$ cat config.mk
export PLATFORM = sky130hd
export DESIGN_NAME = dtree_feature_sequencer
export DESIGN_NICKNAME = d
export VERILOG_FILES = /design/src/rtl/dtree_pkg.sv /design/src/rtl/dtree_settle_timer.sv /design/src/rtl/dtree_feature_sequencer.sv
export SDC_FILE = /design/constraint.sdc
export NUM_CORES = 1
export LEC_CHECK = 0
export CAP_MARGIN = 20
export CORE_UTILIZATION = 40
export DETAILED_ROUTE_END_ITERATION = 7
export PLACE_DENSITY = 0.7
export SYNTH_ARGS = -nofsm -noshare
export SYNTH_HDL_FRONTEND = slang
export SYNTH_SLANG_ARGS = --single-unit
export TNS_END_PERCENT = 30
$ cat constraint.sdc
create_clock -name clk -period 3 [get_ports clk]
set_clock_uncertainty 0.2 [all_clocks]
set_input_delay 0.3 -clock clk [delete_from_list [all_inputs] [get_ports clk]]
set_output_delay 0.3 -clock clk [all_outputs]
set_load 0.005 [all_outputs]
$ cat src/rtl/dtree_pkg.sv
// Shared types and defaults for the decision-tree feature sequencer.
// The lane helper slices one feature byte out of a default-sized feature vector.
package dtree_pkg;

    localparam int N_FEAT_DEF = 4;
    localparam int FEAT_W_DEF = 8;
    localparam int CLS_W_DEF  = 2;

    typedef enum logic [1:0] {
        LOAD   = 2'd0,
        SETTLE = 2'd1,
        HOLD   = 2'd2
    } state_t;

    function automatic logic [FEAT_W_DEF-1:0] feat_lane(
        input logic [N_FEAT_DEF*FEAT_W_DEF-1:0] vec,
        input int unsigned                      lane
    );
        return vec[lane*FEAT_W_DEF +: FEAT_W_DEF];
    endfunction

endpackage

$ cat src/rtl/dtree_settle_timer.sv
// Loadable down-counter; o_done flags the enabled cycle in which the count is zero.
// A load takes priority over counting.
module dtree_settle_timer #(
    parameter int CNT_W = 2
) (
    input  logic             clk,
    input  logic             rst,
    input  logic             i_load,
    input  logic [CNT_W-1:0] i_load_val,
    input  logic             i_en,
    output logic             o_done
);

    logic [CNT_W-1:0] r_cnt;

    // NOTE: clocked state uses non-blocking assignments so every register samples pre-edge values.
    always_ff @(posedge clk) begin
        if (rst) begin
            r_cnt <= '0;
        end else if (i_load) begin
            r_cnt <= i_load_val;
        end else if (i_en && (r_cnt != '0)) begin
            r_cnt <= r_cnt - CNT_W'(1);
        end
    end

    assign o_done = i_en && (r_cnt == '0);

endmodule

$ cat src/rtl/dtree_feature_sequencer.sv
// Streams feature bytes into a parallel vector, lets the external tree settle,
// then samples its class and offers it on a valid/ready result port.
module dtree_feature_sequencer
    import dtree_pkg::*;
#(
    parameter int N_FEAT     = N_FEAT_DEF,
    parameter int FEAT_W     = FEAT_W_DEF,
    parameter int CLS_W      = CLS_W_DEF,
    parameter int SETTLE_CYC = 2
) (
    input  logic                     clk,
    input  logic                     rst,
    input  logic                     s_valid,
    output logic                     s_ready,
    input  logic [FEAT_W-1:0]        s_data,
    input  logic                     s_last,
    output logic [N_FEAT*FEAT_W-1:0] feat_vec,
    input  logic [CLS_W-1:0]         cls_in,
    output logic                     m_valid,
    input  logic                     m_ready,
    output logic [CLS_W-1:0]         m_class,
    output logic                     m_err
);

    localparam int IDX_W = (N_FEAT > 1) ? $clog2(N_FEAT) : 1;
    localparam int CNT_W = $clog2(SETTLE_CYC + 1);
    localparam int VEC_W = N_FEAT * FEAT_W;

    state_t             r_state;
    state_t             w_state_next;
    logic [IDX_W-1:0]   r_idx;
    logic               r_err;
    logic [VEC_W-1:0]   r_shadow;
    logic [VEC_W-1:0]   w_shadow_next;
    logic               w_beat;
    logic               w_xfer;
    logic               w_last_lane;
    logic               w_settle_done;

    // s_ready comes straight from the state register, never from s_valid.
    assign s_ready     = (r_state == LOAD);
    assign w_beat      = s_valid && s_ready;
    assign w_xfer      = m_valid && m_ready;
    assign w_last_lane = (r_idx == IDX_W'(N_FEAT - 1));

    dtree_settle_timer #(
        .CNT_W (CNT_W)
    ) u_settle_timer (
        .clk        (clk),
        .rst        (rst),
        .i_load     (w_beat && s_last),
        .i_load_val (CNT_W'(SETTLE_CYC - 1)),
        .i_en       (r_state == SETTLE),
        .o_done     (w_settle_done)
    );

    always_ff @(posedge clk) begin
        if (rst) begin
            r_state <= LOAD;
        end else begin
            r_state <= w_state_next;
        end
    end

    // NOTE: every combinational output gets a default first so no path can infer a latch.
    always_comb begin
        w_state_next = r_state;
        case (r_state)
            LOAD:    if (w_beat && s_last) w_state_next = SETTLE;
            SETTLE:  if (w_settle_done)    w_state_next = HOLD;
            HOLD:    if (w_xfer)           w_state_next = LOAD;
            default: w_state_next = LOAD;
        endcase
    end

    // After a long-frame overflow (r_err set in LOAD) extra bytes are dropped.
    always_comb begin
        w_shadow_next = r_shadow;
        for (int i = 0; i < N_FEAT; i++) begin
            if ((r_idx == IDX_W'(i)) && !r_err) begin
                w_shadow_next[i*FEAT_W +: FEAT_W] = s_data;
            end
        end
    end

    always_ff @(posedge clk) begin
        if (rst) begin
            r_idx    <= '0;
            r_err    <= 1'b0;
            r_shadow <= '0;
            feat_vec <= '0;
            m_valid  <= 1'b0;
            m_class  <= '0;
            m_err    <= 1'b0;
        end else begin
            case (r_state)
                LOAD: begin
                    if (w_beat) begin
                        if (!w_last_lane) begin
                            r_idx <= r_idx + IDX_W'(1);
                        end
                        if (s_last) begin
                            // Shadow is cleared here so a short next frame reads zeros in unsent lanes.
                            feat_vec <= w_shadow_next;
                            r_shadow <= '0;
                            if (!w_last_lane) begin
                                r_err <= 1'b1;
                            end
                        end else begin
                            r_shadow <= w_shadow_next;
                            if (w_last_lane) begin
                                r_err <= 1'b1;
                            end
                        end
                    end
                end
                SETTLE: begin
                    if (w_settle_done) begin
                        m_class <= cls_in;
                        m_err   <= r_err;
                        m_valid <= 1'b1;
                    end
                end
                HOLD: begin
                    if (w_xfer) begin
                        m_valid <= 1'b0;
                        r_idx   <= '0;
                        r_err   <= 1'b0;
                    end
                end
                default: ;
            endcase
        end
    end

endmodule

==> impl_metrics.ini <==
[layout]
drive_gt1_share_pct = 7.51
num_antenna_cells = 0
area_growth_pct = 25.3
fin_nets = 388
fin_util_pct = 51.4
instances_no_fill = 475

[run_status]
status = completed

[worst_setup_path]
worstPathMaxFanout = 9
cp_slowest_cell = a21boi_2
r2r_start = r_idx[0]
critPathMaxStageDelay_ns = 0.47
cp-start-kind = register
path_class = register to register
worst_ep_arrival_time_ns = 1.97
r2r-end = r_shadow[31]
crit_path_end_kind = register
r2r_slack_ns = 1.03
worstPathRequired_ns = 3.00
path_cells = ha_1 > nand2b_1 > a21boi_2 > o32ai_1
worstRegToRegCells = 4

[clock_tree]
cts.sink_count = 75
post_cts_buffers = 0
h-tree-depth = 3
cts_tree = done
clk_pin_slew_ns = 0.07
cts-resized-gates = 0
clk_latency_ns = 0.34
clock_path_buffers = 2
cts.hold.buffers_added = 0
root_buffer = clkbuf_8
cts_made_buffers = 9

[global_route]
gr-total-overflow = 0
grt_max_degree = 68
grt_pass1_vias = 2270
track_usage_pct = 18.1
antenna_found_initial = 0
grt_first_pass_wirelength_um = 11500

[detailed_routing]
antenna_left = 0
dr_total_vias = 2444
first_pass_iters = 4
dr.first_iter.drc_count = 216
avgRoutedWirePerCell_um = 14.9
vias_per_cell = 5.15
drc = 0
routed_wl_um = 7070

[floorplanning]
die_w_um = 90.8
die_height_um = 90.8
design.die.area_um2 = 8250
start_util_pct = 41.1
coreArea_um2 = 7690
rows = 32
io_pins = 52

[synth]
synth_flop_cell = dfxtp_1
yosysWarningCount = 0
ys_seq_elements = 75
synth_async_sr_flop_share_pct = 0
synth_commonest_cells = dfxtp_1 (75), nor2_1 (41), inv_1 (38)
netlist.area_leader.share_pct = 47.6
synth_most_common_cell = dfxtp_1
synthDistinctLibCells = 30
seq_area_frac_synth_pct = 47.6
synth_top_family_by_area = compound AO/OA/AOI/OAI gates
synth.area.top_cells = dfxtp_1 (48%), mux2i_1 (11%), o32ai_1 (9.2%), a211oi_1 (7.6%), nor2_1 (4.9%)
synth_enable_flop_cells = 0
synth_cells = 326
synthesis.nets = 346
synthSimpleGateAreaFrac_pct = 11.0
synth_area_per_cell_um2 = 9.68
synth-adder-area-share_pct = 1.98
synth.mux.area_fraction_pct = 11.1
synth-xor-area-share_pct = 0.277
syn_area_um2 = 3160
synth-compound-area-share_pct = 20.1
yosysTopAreaCell = dfxtp_1

[placement]
dp.cells = 459
io_buffers = 51
dp_hpwl_um = 4740
gp_congestion = 0.786

[hold_path]
min_path_cells = 2
hold_path_class = input pin to register
holdCritStartpoint = rst
min_to = r_state[1]

[timing]
finalMaxSlewViolations = 0
period_minus_slack_ns = 1.97
tightest_slew_ns = 0.693
tns_ns = 0
max_freq_mhz = 508
final.period_utilization_pct = 65.6
hold_ws_ns = 0.0562
setup-violations-final = 0
finalHoldViolCount = 0
grt_setup_unrepaired = false
slew_headroom_pct = 53.8

[run]
timing.max_cap.violations = 0

[power_and_ir_drop]
power_density_nw_per_um2 = 606
vdd_drop_max_mv = 0.227
power_leakage_uw = 0.00150
==> layout by cell type (no fill, tap or decap) <==
master	instances
nor4bb_4	1
xor2_1	1
nor3b_2	1
a2111oi_0	1
inv_1	38
o32ai_1	33
nand2_1	12
buf_2	1
nor3_1	1
nand3b_1	1
nor2_1	41
clkinv_2	1
nand3_1	4
bufinv_16	3
clkbuf_8	12
or4b_4	1
nand2b_1	6
a21boi_2	4
o21ai_2	1
a2bb2oi_1	1
a31o_2	1
dfxtp_1	75
mux2i_1	35
a21oi_1	5
clkdlybuf4s50_1	50
ha_1	5
a211oi_1	32
buf_4	2
nor2b_1	2
or3_1	1
nor3b_1	1
==> layout make-up <==
cell class | count | area [um2]
repair buffers | 53 | 520
fillers | 720 | 3730
multi-input cells | 191 | 1400
clock buffers | 12 | 165
clock inverters | 4 | 95.1
inverters | 38 | 143
well taps | 102 | 128
flip-flops and latches | 75 | 1500
==> routing by layer <==
metal / vias to the layer above / share of wire, % / track usage [%]
met3: 8 / 5.2 / 3.96
met1: 1133 / 46 / 23.3
met4: 0 / 1.1 / 7.94
met2: 54 / 48 / 29.2
li1: 1249 / - / -
met5: - / 0 / 0
==> how the worst max path moves through the flow <==
| stage | from | cells past startpoint | end |
|---|---|---|---|
| floorplan | r_idx[0] | 4 | r_idx[0] |
| global placement | s_last | 5 | feat_vec[20] |
| detailed placement | s_last | 5 | feat_vec[19] |
| CTS | r_idx[0] | 4 | r_shadow[31] |
| global route | r_idx[0] | 5 | r_shadow[1] |
| finish | r_idx[0] | 4 | r_shadow[31] |
==> state kept, by name (all words and copies together) (netlist names) <==
name                  cells
r_err                     1
r_shadow                 32
m_err                     1
m_valid                   1
m_class                   2
r_state                   2
r_idx                     2
feat_vec                 32
u_settle_timer.r_cnt      2
==> cells by family after synthesis <==
logic type / after synthesis
buffers and inverters: 60
adders and majority gates: 5
DFF: 75
and+or+nand+nor: 72
muxes: 35
xor gates and xnor gates: 1
AOI/OAI and AO/OA: 78
==> where the power goes <==
group	leakage [uW]	switching (uW)	internal (uW)
Combinational	0.000754	175	165
Clock	0.000133	359	620
Sequential	0.000611	32.4	1050
Total	0.00150	566	1830
==> critical path, delay by kind of cell, from the launching register on <==
family	cells	cell delay, ns
compound gates	2	0.60
fa+ha+maj	1	0.26
simple gates	1	0.36
flops	1	0.40
==> per-stage QoR <==
step,setup slack (ns),instance area [um2],power [uW]
2_1_floorplan,1.30,3160,1310
3_3_place_gp,0.733,3690,1440
3_5_place_dp,0.710,3690,1440
4_1_cts,1.02,3960,2420
5_1_grt,0.837,3960,2510
6_report,1.03,3960,2400
Power figures use the tool's default switching activity.
